## config.mk

```make
export PLATFORM = sky130hd
export DESIGN_NAME = ring_decoder
export DESIGN_NICKNAME = d
export VERILOG_FILES = /design/src/rtl/ring_pkg.sv /design/src/rtl/ring_onehot_enc.sv /design/src/rtl/ring_decoder.sv
export SDC_FILE = /design/constraint.sdc
export NUM_CORES = 1
export LEC_CHECK = 0
export CAP_MARGIN = 20
export CORE_AREA = 2 2 44 46
export CTS_BUF_LIST = sky130_fd_sc_hd__clkbuf_8 sky130_fd_sc_hd__clkbuf_16
export DETAILED_ROUTE_END_ITERATION = 8
export DIE_AREA = 0 0 46 48
export DONT_BUFFER_PORTS = 1
export PLACE_DENSITY = 0.74
export SYNTH_ARGS = -nofsm -noshare
export SYNTH_HDL_FRONTEND = slang
export SYNTH_SLANG_ARGS = --single-unit
```

## constraint.sdc

```tcl
create_clock -name clk -period 3 [get_ports clk]
set_input_delay 0.75 -clock clk [delete_from_list [all_inputs] [get_ports clk]]
set_output_delay 0.75 -clock clk [all_outputs]
set_load 0.005 [all_outputs]
```

## src/rtl/ring_pkg.sv

```systemverilog
// Shared types and helpers for the one-hot ring decoder.
package ring_pkg;

  typedef enum logic [1:0] {
    HUNT   = 2'd0,
    SYNC   = 2'd1,
    LOCKED = 2'd2
  } ring_state_t;

  // Widest ring the helpers accept; narrower codes are zero-extended.
  localparam int MAX_N = 32;
  localparam int IDX_W = $clog2(3);

  function automatic logic is_onehot(input logic [MAX_N-1:0] v);
    return (v != '0) && ((v & (v - MAX_N'(1))) == '0);
  endfunction

  // Index expected after idx: the ring rotates downward and wraps to n-1.
  function automatic int next_idx(input int idx, input int n);
    return (idx == 0) ? n - 1 : idx - 1;
  endfunction

endpackage

```

## src/rtl/ring_onehot_enc.sv

```systemverilog
// Combinational one-hot check and binary encoder for an N-bit ring code.
module ring_onehot_enc
  import ring_pkg::*;
#(
  parameter int N     = 3,
  parameter int IDX_W = $clog2(N)
) (
  input  logic [N-1:0]     code,
  output logic             onehot_ok,
  output logic [IDX_W-1:0] index
);

  always_comb begin
    index     = '0;
    onehot_ok = is_onehot(MAX_N'(code));
    for (int k = 0; k < N; k++) begin
      if (code[k]) index = IDX_W'(k);
    end
  end

endmodule

```

## src/rtl/ring_decoder.sv

```systemverilog
// Ring-code decoder: locks onto the rotation order and counts errors once locked.
// Optional macro RING_DEC_PREDICT_EN adds the registered ring_fix prediction output.
module ring_decoder
  import ring_pkg::*;
#(
  parameter int N        = 3,
  parameter int LOCK_CNT = 2,
  parameter int ERR_W    = 8
) (
  input  logic                   clk,
  input  logic                   rst,
  input  logic [N-1:0]           ring_in,
  output logic [$clog2(N)-1:0]   idx,
  output logic                   valid,
  output logic                   locked,
  output logic                   err_pulse,
`ifdef RING_DEC_PREDICT_EN
  output logic [N-1:0]           ring_fix,
`endif
  output logic [ERR_W-1:0]       err_cnt
);

  localparam int DW    = $clog2(N);
  localparam int SEQ_W = $clog2(LOCK_CNT + 1);

  ring_state_t    state;
  logic [DW-1:0]  prev_idx;
  logic [SEQ_W-1:0] seq_cnt;

  logic           onehot_ok;
  logic [DW-1:0]  enc_idx;
  logic [DW-1:0]  exp_idx;
  logic           correct;

  function automatic logic [ERR_W-1:0] sat_inc(input logic [ERR_W-1:0] c);
    return (&c) ? c : c + ERR_W'(1);
  endfunction

  ring_onehot_enc #(.N(N), .IDX_W(DW)) u_enc (
    .code      (ring_in),
    .onehot_ok (onehot_ok),
    .index     (enc_idx)
  );

  assign exp_idx = DW'(next_idx(int'(prev_idx), N));
  assign correct = onehot_ok && (enc_idx == exp_idx);
  assign locked  = (state == LOCKED);

  // Sample stage: every output is registered from the code taken at this edge
  always_ff @(posedge clk) begin
    if (rst) begin
      state     <= HUNT;
      idx       <= '0;
      valid     <= 1'b0;
      err_pulse <= 1'b0;
      err_cnt   <= '0;
      prev_idx  <= '0;
      seq_cnt   <= '0;
    end else begin
      valid     <= onehot_ok;
      err_pulse <= 1'b0;
      if (onehot_ok) begin
        idx      <= enc_idx;
        prev_idx <= enc_idx;
      end
      case (state)
        HUNT: begin
          if (onehot_ok) begin
            state   <= SYNC;
            seq_cnt <= '0;
          end
        end
        SYNC: begin
          if (correct) begin
            seq_cnt <= seq_cnt + SEQ_W'(1);
            if (seq_cnt + SEQ_W'(1) == SEQ_W'(LOCK_CNT)) state <= LOCKED;
          end else if (onehot_ok) begin
            seq_cnt <= '0;
          end else begin
            state <= HUNT;
          end
        end
        LOCKED: begin
          if (!correct) begin
            err_pulse <= 1'b1;
            err_cnt   <= sat_inc(err_cnt);
            seq_cnt   <= '0;
            state     <= onehot_ok ? SYNC : HUNT;
          end
        end
        default: state <= HUNT;
      endcase
    end
  end

`ifdef RING_DEC_PREDICT_EN
  // Error edges only occur from LOCKED, so the current state covers both cases
  always_ff @(posedge clk) begin
    if (rst) begin
      ring_fix <= '0;
    end else if (state == LOCKED) begin
      ring_fix <= N'(1) << exp_idx;
    end else begin
      ring_fix <= ring_in;
    end
  end
`endif

endmodule

```

== Yosys cells after proc, flatten, opt, wreduce, memory -nomap -nowiden ==
Cells that the tools add are included.

* Output and inout port bits: 13
* Register bits after elaboration: 16
* Logic and storage cells: 49
* Input port bits: 5

* Bitwise gates (word level): 4
* Equal/unequal tests: 8
* Reduce and logical (&&, ||, !) cells: 12
* Add/subtract/negate cells: 4
* Muxes and demuxes: 15

{| class="wikitable"
|+ Operator list
! operator !! count
|-
| 3-bit by 32-bit bitwise AND with 32-bit output || 1
|-
| 32-bit logical NOT || 1
|-
| 2-bit 2-to-1 mux || 10
|-
| 2-bit one-hot mux with 3 select lines || 2
|-
| 8-bit by 1-bit adder with 8-bit output, second input constant || 1
|-
| 8-bit AND reduction || 1
|-
| 3-bit inequality test, second input constant || 2
|-
| 3-bit nonzero test || 2
|-
| 2-bit equality test, second input constant || 2
|-
| 2-bit logical NOT || 2
|-
| 2-bit inequality test, second input constant || 2
|-
| 4-bit AND reduction || 1
|-
| 3-bit by 1-bit subtractor with 4-bit output, second input constant || 1
|-
| 1-bit 2-to-1 mux || 3
|-
| 1-bit NOT || 3
|-
| 3-bit AND reduction || 1
|-
| 2-bit by 1-bit adder with 2-bit output, second input constant || 1
|-
| 2-bit by 1-bit equality test with 1-bit output, second input constant || 1
|-
| 2-bit equality test || 1
|-
| 1-bit logical AND || 2
|-
| 2-bit AND reduction || 1
|-
| 2-bit OR reduction || 1
|-
| 2-bit by 1-bit subtractor with 2-bit output, second input constant || 1
|}

== Logic depth before layout (Yosys ltp) ==
Gate-level depths: netlist (run 1).

* Word-level depth: 7
* Mapped depth: 7
* Gate-level depth less buffers: 7

== Cells and area by module ==
From an unflattened synthesis (run 1), not the netlist that was laid out.

* Cell total of the unflattened synthesis: 101
* Area total of the unflattened synthesis: 895.9 µm²

{| class="wikitable"
|+ Modules (own cells, without submodules)
! module !! seq. area each (µm²) !! area an instance (µm²) !! cells each !! times used
|-
| ring_decoder || 320.3 || 858.3 || 96 || 1
|-
| ring_onehot_enc || 0.0 || 37.5 || 5 || 1
|}

== Worst setup path after synthesis (run 1) ==
OpenSTA, ideal clock, no wires.

* Kind: input to register
* Start: input port ring_in[1]
* End: register state[0]
* Path buffers: 1
* Setup slack: 1057 ps
* Data arrival time: 1856 ps
* Required time: 2913 ps
* Stages: 6
* Cell sequence: buf_6 -> nor2_1 -> mux2_2 -> a21oi_1 -> or4_1 -> o31ai_1

* Longest elaborated chain between the ends: 7
* Elaborated cells between the ends (all ways): 18

{| class="wikitable"
|+ Ends and longest elaborated chain
! what !! RTL line !! source
|-
| start: declaration || ring_decoder.sv:12 || <nowiki>input logic [N-1:0] ring_in,</nowiki>
|-
| 3-bit by 1-bit subtractor with 4-bit output || ring_pkg.sv:15 || <nowiki>return (v != '0) && ((v & (v - MAX_N'(1))) == '0);</nowiki>
|-
| 3-bit by 32-bit bitwise AND with 32-bit output || ring_pkg.sv:15 ||
|-
| 32-bit logical NOT || ring_pkg.sv:15 ||
|-
| 1-bit logical AND || ring_pkg.sv:15 ||
|-
| 1-bit 2-to-1 mux / 1-bit logical AND (equally long branches) || ring_decoder.sv:88, ring_decoder.sv:46 ||
|-
| 2-bit 2-to-1 mux, or another cell as far along || ring_decoder.sv:84 || <nowiki>if (!correct) begin</nowiki>
|-
| 2-bit one-hot mux with 3 select lines / 4-bit AND reduction (equally long branches) || -- ||
|-
| end signal: assignment || ring_decoder.sv:88 || <nowiki>state <= onehot_ok ? SYNC : HUNT;</nowiki>
|-
| end: declaration || ring_decoder.sv:26 || <nowiki>ring_state_t state;</nowiki>
|}

Several ways; a longest one is shown, not always the timed one. The select of a mux whose other input is x is not followed.
A chain may end at the register's enable or synchronous reset.

== Final worst setup path (run 1) ==
* Start: register prev_idx[0]
* End: register state[0]

* Longest elaborated chain between the ends: 6
* Elaborated cells between the ends (all ways): 11

{| class="wikitable"
|+ Ends and longest elaborated chain
! what !! RTL line !! source
|-
| start: declaration || ring_decoder.sv:27 || <nowiki>logic [DW-1:0] prev_idx;</nowiki>
|-
| start signal: assignment || ring_decoder.sv:64 || <nowiki>prev_idx <= enc_idx;</nowiki>
|-
| 2-bit by 1-bit subtractor with 2-bit output / 2-bit logical NOT (equally long branches) || ring_pkg.sv:20 || <nowiki>return (idx == 0) ? n - 1 : idx - 1;</nowiki>
|-
| 2-bit 2-to-1 mux * || ring_pkg.sv:20 ||
|-
| 2-bit equality test * || ring_decoder.sv:46 || <nowiki>assign correct = onehot_ok && (enc_idx == exp_idx);</nowiki>
|-
| 1-bit logical AND * || ring_decoder.sv:46 ||
|-
| 3-bit inequality test (no source line), or another cell as far along || -- ||
|-
| 4-bit AND reduction (no source line) / 2-bit one-hot mux with 3 select lines (equally long branches) || -- ||
|}

Every way passes the cells marked *; elsewhere a longest branch is shown, timed or not.

==> flow_metrics.tcl, run 1 <==
set metrics [dict create \
    outcome "finished clean" \
    r2r_slack_ns 1.01 \
    antenna_found_initial 0 \
    worstHoldStart "seq_cnt[1]" \
    drtAntennaViolNets 0 \
    synthMuxAreaShare_pct 3.11 \
    synth_cell_types 42 \
    dp.cells 131 \
    ctsLongestPathBuffers 2 \
    r2r_end "state[0]" \
    whs_path_depth 2 \
    crit_required_ns 3.14 \
    portBuffers 0 \
    synth_top_area_cell "dfxtp_1" \
    synth-compound-area-share_pct 17.5 \
    final_cells 135 \
    ys_top_cells_by_count "dfxtp_1 (16), nor2_1 (11), nand3_1 (8)" \
    fp.dieH_um 48 \
    dr.pass1.iters 4 \
    yosys.area_share.simple_pct 27.8 \
    worstReg2RegStart "prev_idx[0]" \
    synth_flop_cell "dfxtp_1" \
    drcViolationCount 0 \
    tightest_slew_ns 0.363 \
    grt_pass1_vias 702 \
    finalCriticalPeriod_ns 1.99 \
    cts_buffers 3 \
    nFillCells 152 \
    syn-num-nets 130 \
    ios 18 \
    synth_area_leaders "dfxtp_1 (32%), ha_1 (8.7%), xor2_1 (4.3%), nor2_1 (4.1%), nand3_1 (4.0%)" \
    die_w_um 46 \
    via_per_inst 6.10 \
    synth_top_area_share_pct 31.8 \
    vias 823 \
    p_per_area_mw_per_mm2 443 \
    core_mm2 0.00169 \
    rsz0062_at_grt "false" \
    place.gp.congestion 0.743 \
    relSlewSlack_pct 75.7 \
    arrival_ns 2.13 \
    skew_ns 0.000825 \
    synth-seq-cells 16 \
    worst_path_max_delay_cell "or4_1" \
    max_freq_mhz 503 \
    fp.dieArea_mm2 0.00221 \
    synth_xor_area_share_pct 6.09 \
    path_clk_slew_ns 0.06 \
    worst_setup_path_end_kind "flip-flop" \
    post-synth-top-count-cell "dfxtp_1" \
    drt_wl_total_um 1850 \
    slowest_delay_ns 0.49 \
    p_total_uw 469 \
    ctsHoldBuffers 0 \
    diodes 0 \
    worst-path-max-fanout 5 \
    fin_crit_sh_pct 66.2 \
    drive_gt1_share_pct 10.2 \
    vdd_drop_max_mv 0.337 \
    ctsHtreeMaxLevel 1 \
    post_cts_buffers 0 \
    cts_tree "done" \
    synth_adder_area_share_pct 8.70 \
    power.leakage_nw 0.399 \
    finish.utilization_pct 62.7 \
    netlist_area_mm2 0.00101 \
    finalSetupTns_ns 0 \
    cts-resized-gates 0 \
    synth_top_family_by_area "simple AND/OR/NAND/NOR gates" \
    synth_edf_count 0 \
    clkLatencyLatePin_ns 0.24 \
    cts_root_buffer "clkbuf_8" \
    synth_area_per_cell_um2 8.54 \
    dp_hpwl_um 1440 \
    async_reset_ff_share_pct 0 \
    grt_pass1_wl_um 2970 \
    num_rows 15 \
    setup_violations 0 \
    synthToLayoutAreaGrowth_pct 5.22 \
    cap_violations 0 \
    hold_viol 0 \
    overflow 0 \
    nets 131 \
    seq_area_frac_synth_pct 31.8 \
    start_kind "flip-flop" \
    track_usage_pct 18.5 \
    crit_chain "inv_1, ha_1, and3b_2, o21ai_0, nand4_1, or4_1, o31ai_1" \
    clock-sinks 16 \
    hold_path_class "flip-flop to flip-flop" \
    ff2ff_path_depth 7 \
    start_util_pct 59.6 \
    drtIter0Drc 15 \
    slew_violations 0 \
    path_class "flip-flop to flip-flop" \
    wl_per_cell_um 13.7 \
    yosys_warnings 0 \
    whs_endpoint "seq_cnt[1]" \
    syn_inst 118 \
    grt_max_degree 19 \
]
[registers in the layout, indices dropped and copies added, names as in the netlist]
| register | count |
|---|---|
| err_cnt | 8 |
| prev_idx | 2 |
| seq_cnt | 2 |
| state | 2 |
| err_pulse | 1 |
| valid | 1 |
[placed cells by master (no fill, tap or decap), types with 2 or more instances in the layout]
cell type	synthesis	layout
nand2b_1	2	2
a21oi_1	6	6
inv_1	7	7
ha_1	7	7
nand2_1	6	6
mux2i_1	2	2
nand4_1	3	3
nor2b_1	2	2
and3_1	2	2
clkbuf_8	0	4
a31oi_1	3	3
xor2_1	5	5
nand3_1	8	8
nor3_1	4	4
dfxtp_1	16	16
o21ai_0	4	4
nor2_1	11	11
a211oi_1	3	3
xnor2_1	2	2
[worst max-delay path, delay by kind of cell (launching register included)]
family / cells / cell delay [ns]
AOI/OAI and AO/OA: 2 / 0.23
and+or+nand+nor: 3 / 0.85
buffers and inverters: 1 / 0.06
DFF: 1 / 0.38
adders and majority gates: 1 / 0.35
[worst max path at each step]
stage                            from  slack [ns]  endpoint
after CTS                 prev_idx[0]        1.01  state[0]
after global routing      prev_idx[0]        0.78  state[0]
after floorplan            ring_in[1]        1.06  state[0]
final                     prev_idx[0]        1.01  state[0]
after detailed placement   ring_in[0]        0.99  state[0]
after global placement    prev_idx[0]        1.11  state[0]
[final cells by class]
class	instances	area, um2	area share [%]
sequential	16	320	30.2
tap	17	21.3	2.01
multi-input combinational	91	637	60.1
clock buffer	4	55.1	5.19
inverter	7	26.3	2.48
[metrics by stage]
stage          instance area (um2)  hold slack, ns  setup slack, ns
6_report                      1060           0.482             1.01
5_1_grt                       1060           0.531            0.776
4_1_cts                       1060           0.490             1.01
3_5_place_dp                  1000           0.480            0.988
3_3_place_gp                  1000           0.470             1.11
2_1_floorplan                 1010           0.453             1.06
[power breakdown]
group | internal (mW) | total (mW) | leakage, nW | switching [mW]
Combinational | 0.0296 | 0.0640 | 0.241 | 0.0344
Sequential | 0.218 | 0.223 | 0.130 | 0.00487
Clock | 0.116 | 0.182 | 0.0288 | 0.0661
[logic make-up after synthesis]
group / after synthesis
DFF: 16
AOI/OAI and AO/OA: 24
muxes: 3
xor gates and xnor gates: 7
adders and majority gates: 7
and+or+nand+nor: 50
buffers and inverters: 11
[per-layer routing]
metal,up-vias,wire length [um],track usage (%),part of all wire [%]
li1,427,-,-,-
met1,375,872,24.1,47
met2,19,838,28.3,45
met3,2,129,8.68,7.0
met4,0,4,3.43,0.22
met5,-,0,0,0
No activity file was read; power rests on OpenSTA's default activity.
==> inputs of run 2 (changes only) <==
- clock period: 3 -> 1.9 ns (I/O delays scaled with it)
==> run 2 against run 1 <==
  * Final area is 3.8% higher
  * Clock skew is 0.0037 ns higher
  * Critical path depth stayed put
  * First-iteration DRC count is 67% higher
  * Hold slack worse by 0.20 ns
  * Flip-flop and latch count stayed put
  * Clock power is 63% higher
  * Combinational power is 73% higher
  * Largest power group unchanged
  * Via count is 0.61% higher
  * Count of clock-buffer cells in the layout stayed put
  * Global-route usage is 1.2 points higher
  * Non-clock buffer count is 3 higher
==> flow_metrics.tcl, run 2 (synthesis gave the netlist of run 1 again) <==
set metrics [dict create \
    outcome "finished clean" \
    worst-path-max-fanout 5 \
    path_class "flip-flop to flip-flop" \
    crit_chain "inv_1, ha_4, and3b_2, o21ai_0, nand4_1, or4_1, o31ai_1" \
    power.leakage_nw 0.415 \
    antenna_found_initial 0 \
    cts_tree "done" \
    setup_violations 0 \
    whs_endpoint "prev_idx[1]" \
    r2r_slack_ns 0.15 \
    cp_num_buf_inv 1 \
    fp.dieH_um 48 \
    layout_commonest_cell "dfxtp_1" \
    dr.pass1.iters 4 \
    clock-sinks 16 \
    die_w_um 46 \
    worst_path_max_delay_cell "or4_1" \
    place.gp.congestion 0.887 \
    core_mm2 0.00169 \
    slowest_delay_ns 0.48 \
    finalCriticalPeriod_ns 1.75 \
    whs_path_depth 1 \
    crit_required_ns 2.06 \
    clkPwrFrac_pct 39.1 \
    vdd_drop_max_mv 0.435 \
    num_rows 15 \
    drtIter0Drc 25 \
    diodes 0 \
    hold_path_class "input pin to flip-flop" \
    start_kind "flip-flop" \
    ctsLongestPathBuffers 2 \
    grt_pass1_wl_um 3120 \
    intPower_uw 581 \
    largest_register_ffs 8 \
    arrival_ns 1.91 \
    cts_root_buffer "clkbuf_8" \
    wl_per_cell_um 14.2 \
    skew_ns 0.00456 \
    power_switching_uw 180 \
    cts-resized-gates 0 \
    fin_crit_sh_pct 92.1 \
    grt_max_degree 19 \
    nFillCells 139 \
    ctsHtreeMaxLevel 1 \
    finalSetupTns_ns 0 \
    drtAntennaViolNets 0 \
    p_total_uw 761 \
    dp_hpwl_um 1400 \
    sw_frac_of_total_pct 23.6 \
    power_frac_comb_pct 14.6 \
    portBuffers 0 \
    cap_violations 0 \
    cts_buffers 3 \
    worstReg2RegStart "prev_idx[0]" \
    final_cell_mix "dfxtp_1 (14), nor2_1 (11), nand3_1 (8), inv_1 (7)" \
    power_frac_seq_pct 46.3 \
    track_usage_pct 19.7 \
    ff2ff_path_depth 7 \
    clkLatencyLatePin_ns 0.25 \
    vias 828 \
    fp.dieArea_mm2 0.00221 \
    grt_pass1_vias 753 \
    start_util_pct 59.6 \
    tightest_slew_ns 0.370 \
    p_per_area_mw_per_mm2 692 \
    relSlewSlack_pct 75.3 \
    worstHoldStart "rst" \
    max_freq_mhz 571 \
    ctsHoldBuffers 0 \
    rsz0062_at_grt "false" \
    r2r_end "state[0]" \
    hold_viol 0 \
    path_clk_slew_ns 0.06 \
    drcViolationCount 0 \
    regMostFlops "err_cnt" \
    ios 18 \
    drive_gt1_share_pct 15.7 \
    post_cts_buffers 0 \
    via_per_inst 6.00 \
    nets 134 \
    slew_violations 0 \
    worst_setup_path_end_kind "flip-flop" \
    drt_wl_total_um 1970 \
    cpLargestDelayFamily "simple AND/OR/NAND/NOR gates" \
    overflow 0 \
    synthToLayoutAreaGrowth_pct 9.19 \
]
[run 2: layer usage]
| metal | vias up | global-route usage [%] | share of wire (%) |
|---|---|---|---|
| met5 | - | 0 | 0 |
| met4 | 0 | 13.1 | 2.4 |
| met3 | 6 | 3.77 | 5.9 |
| met2 | 30 | 30.0 | 45 |
| met1 | 361 | 25.3 | 47 |
| li1 | 431 | - | - |
[run 2: how the worst max path moves through the flow]
stage,cells after the start,slack (ns),end,startpoint
floorplan,7,0.12,state[0],prev_idx[0]
global placement,7,0.1,state[0],prev_idx[0]
detailed placement,7,0.06,state[0],prev_idx[0]
CTS,7,0.05,state[0],prev_idx[0]
global route,7,0.03,state[0],state[0]
finish,7,0.15,state[0],prev_idx[0]
[run 2: layout make-up]
type                       count  area (um2)  area share, %
multi-input combinational     91         652           59.3
inverter                       7        26.3           2.39
clock buffer                   4        55.1           5.01
tap                           17        21.3           1.93
sequential                    16         323           29.4
timing repair buffer           3        22.5           2.05
[run 2: metrics by stage]
stage | std cells | worst slack, ns | cell area [um2] | utilization (%) | hold WS (ns)
after CTS | 138 | 0.0489 | 1080 | 64.1 | 0.284
after detailed placement | 134 | 0.0639 | 1030 | 60.8 | 0.484
final | 138 | 0.150 | 1100 | 65.1 | 0.283
after global routing | 138 | 0.0258 | 1100 | 65.1 | 0.275
after floorplan | 118 | 0.120 | 1010 | - | 0.453
after global placement | 134 | 0.0981 | 1030 | 60.8 | 0.470
[run 2: power by group through the flow]
| stage | Sequential, mW | Clock, mW | Combinational [mW] |
|---|---|---|---|
| after floorplan | 0.357 | 0 | 0.0974 |
| after global placement | 0.358 | 0 | 0.0990 |
| after detailed placement | 0.358 | 0 | 0.103 |
| after CTS | 0.351 | 0.307 | 0.105 |
| after global routing | 0.353 | 0.320 | 0.123 |
| final | 0.352 | 0.297 | 0.111 |
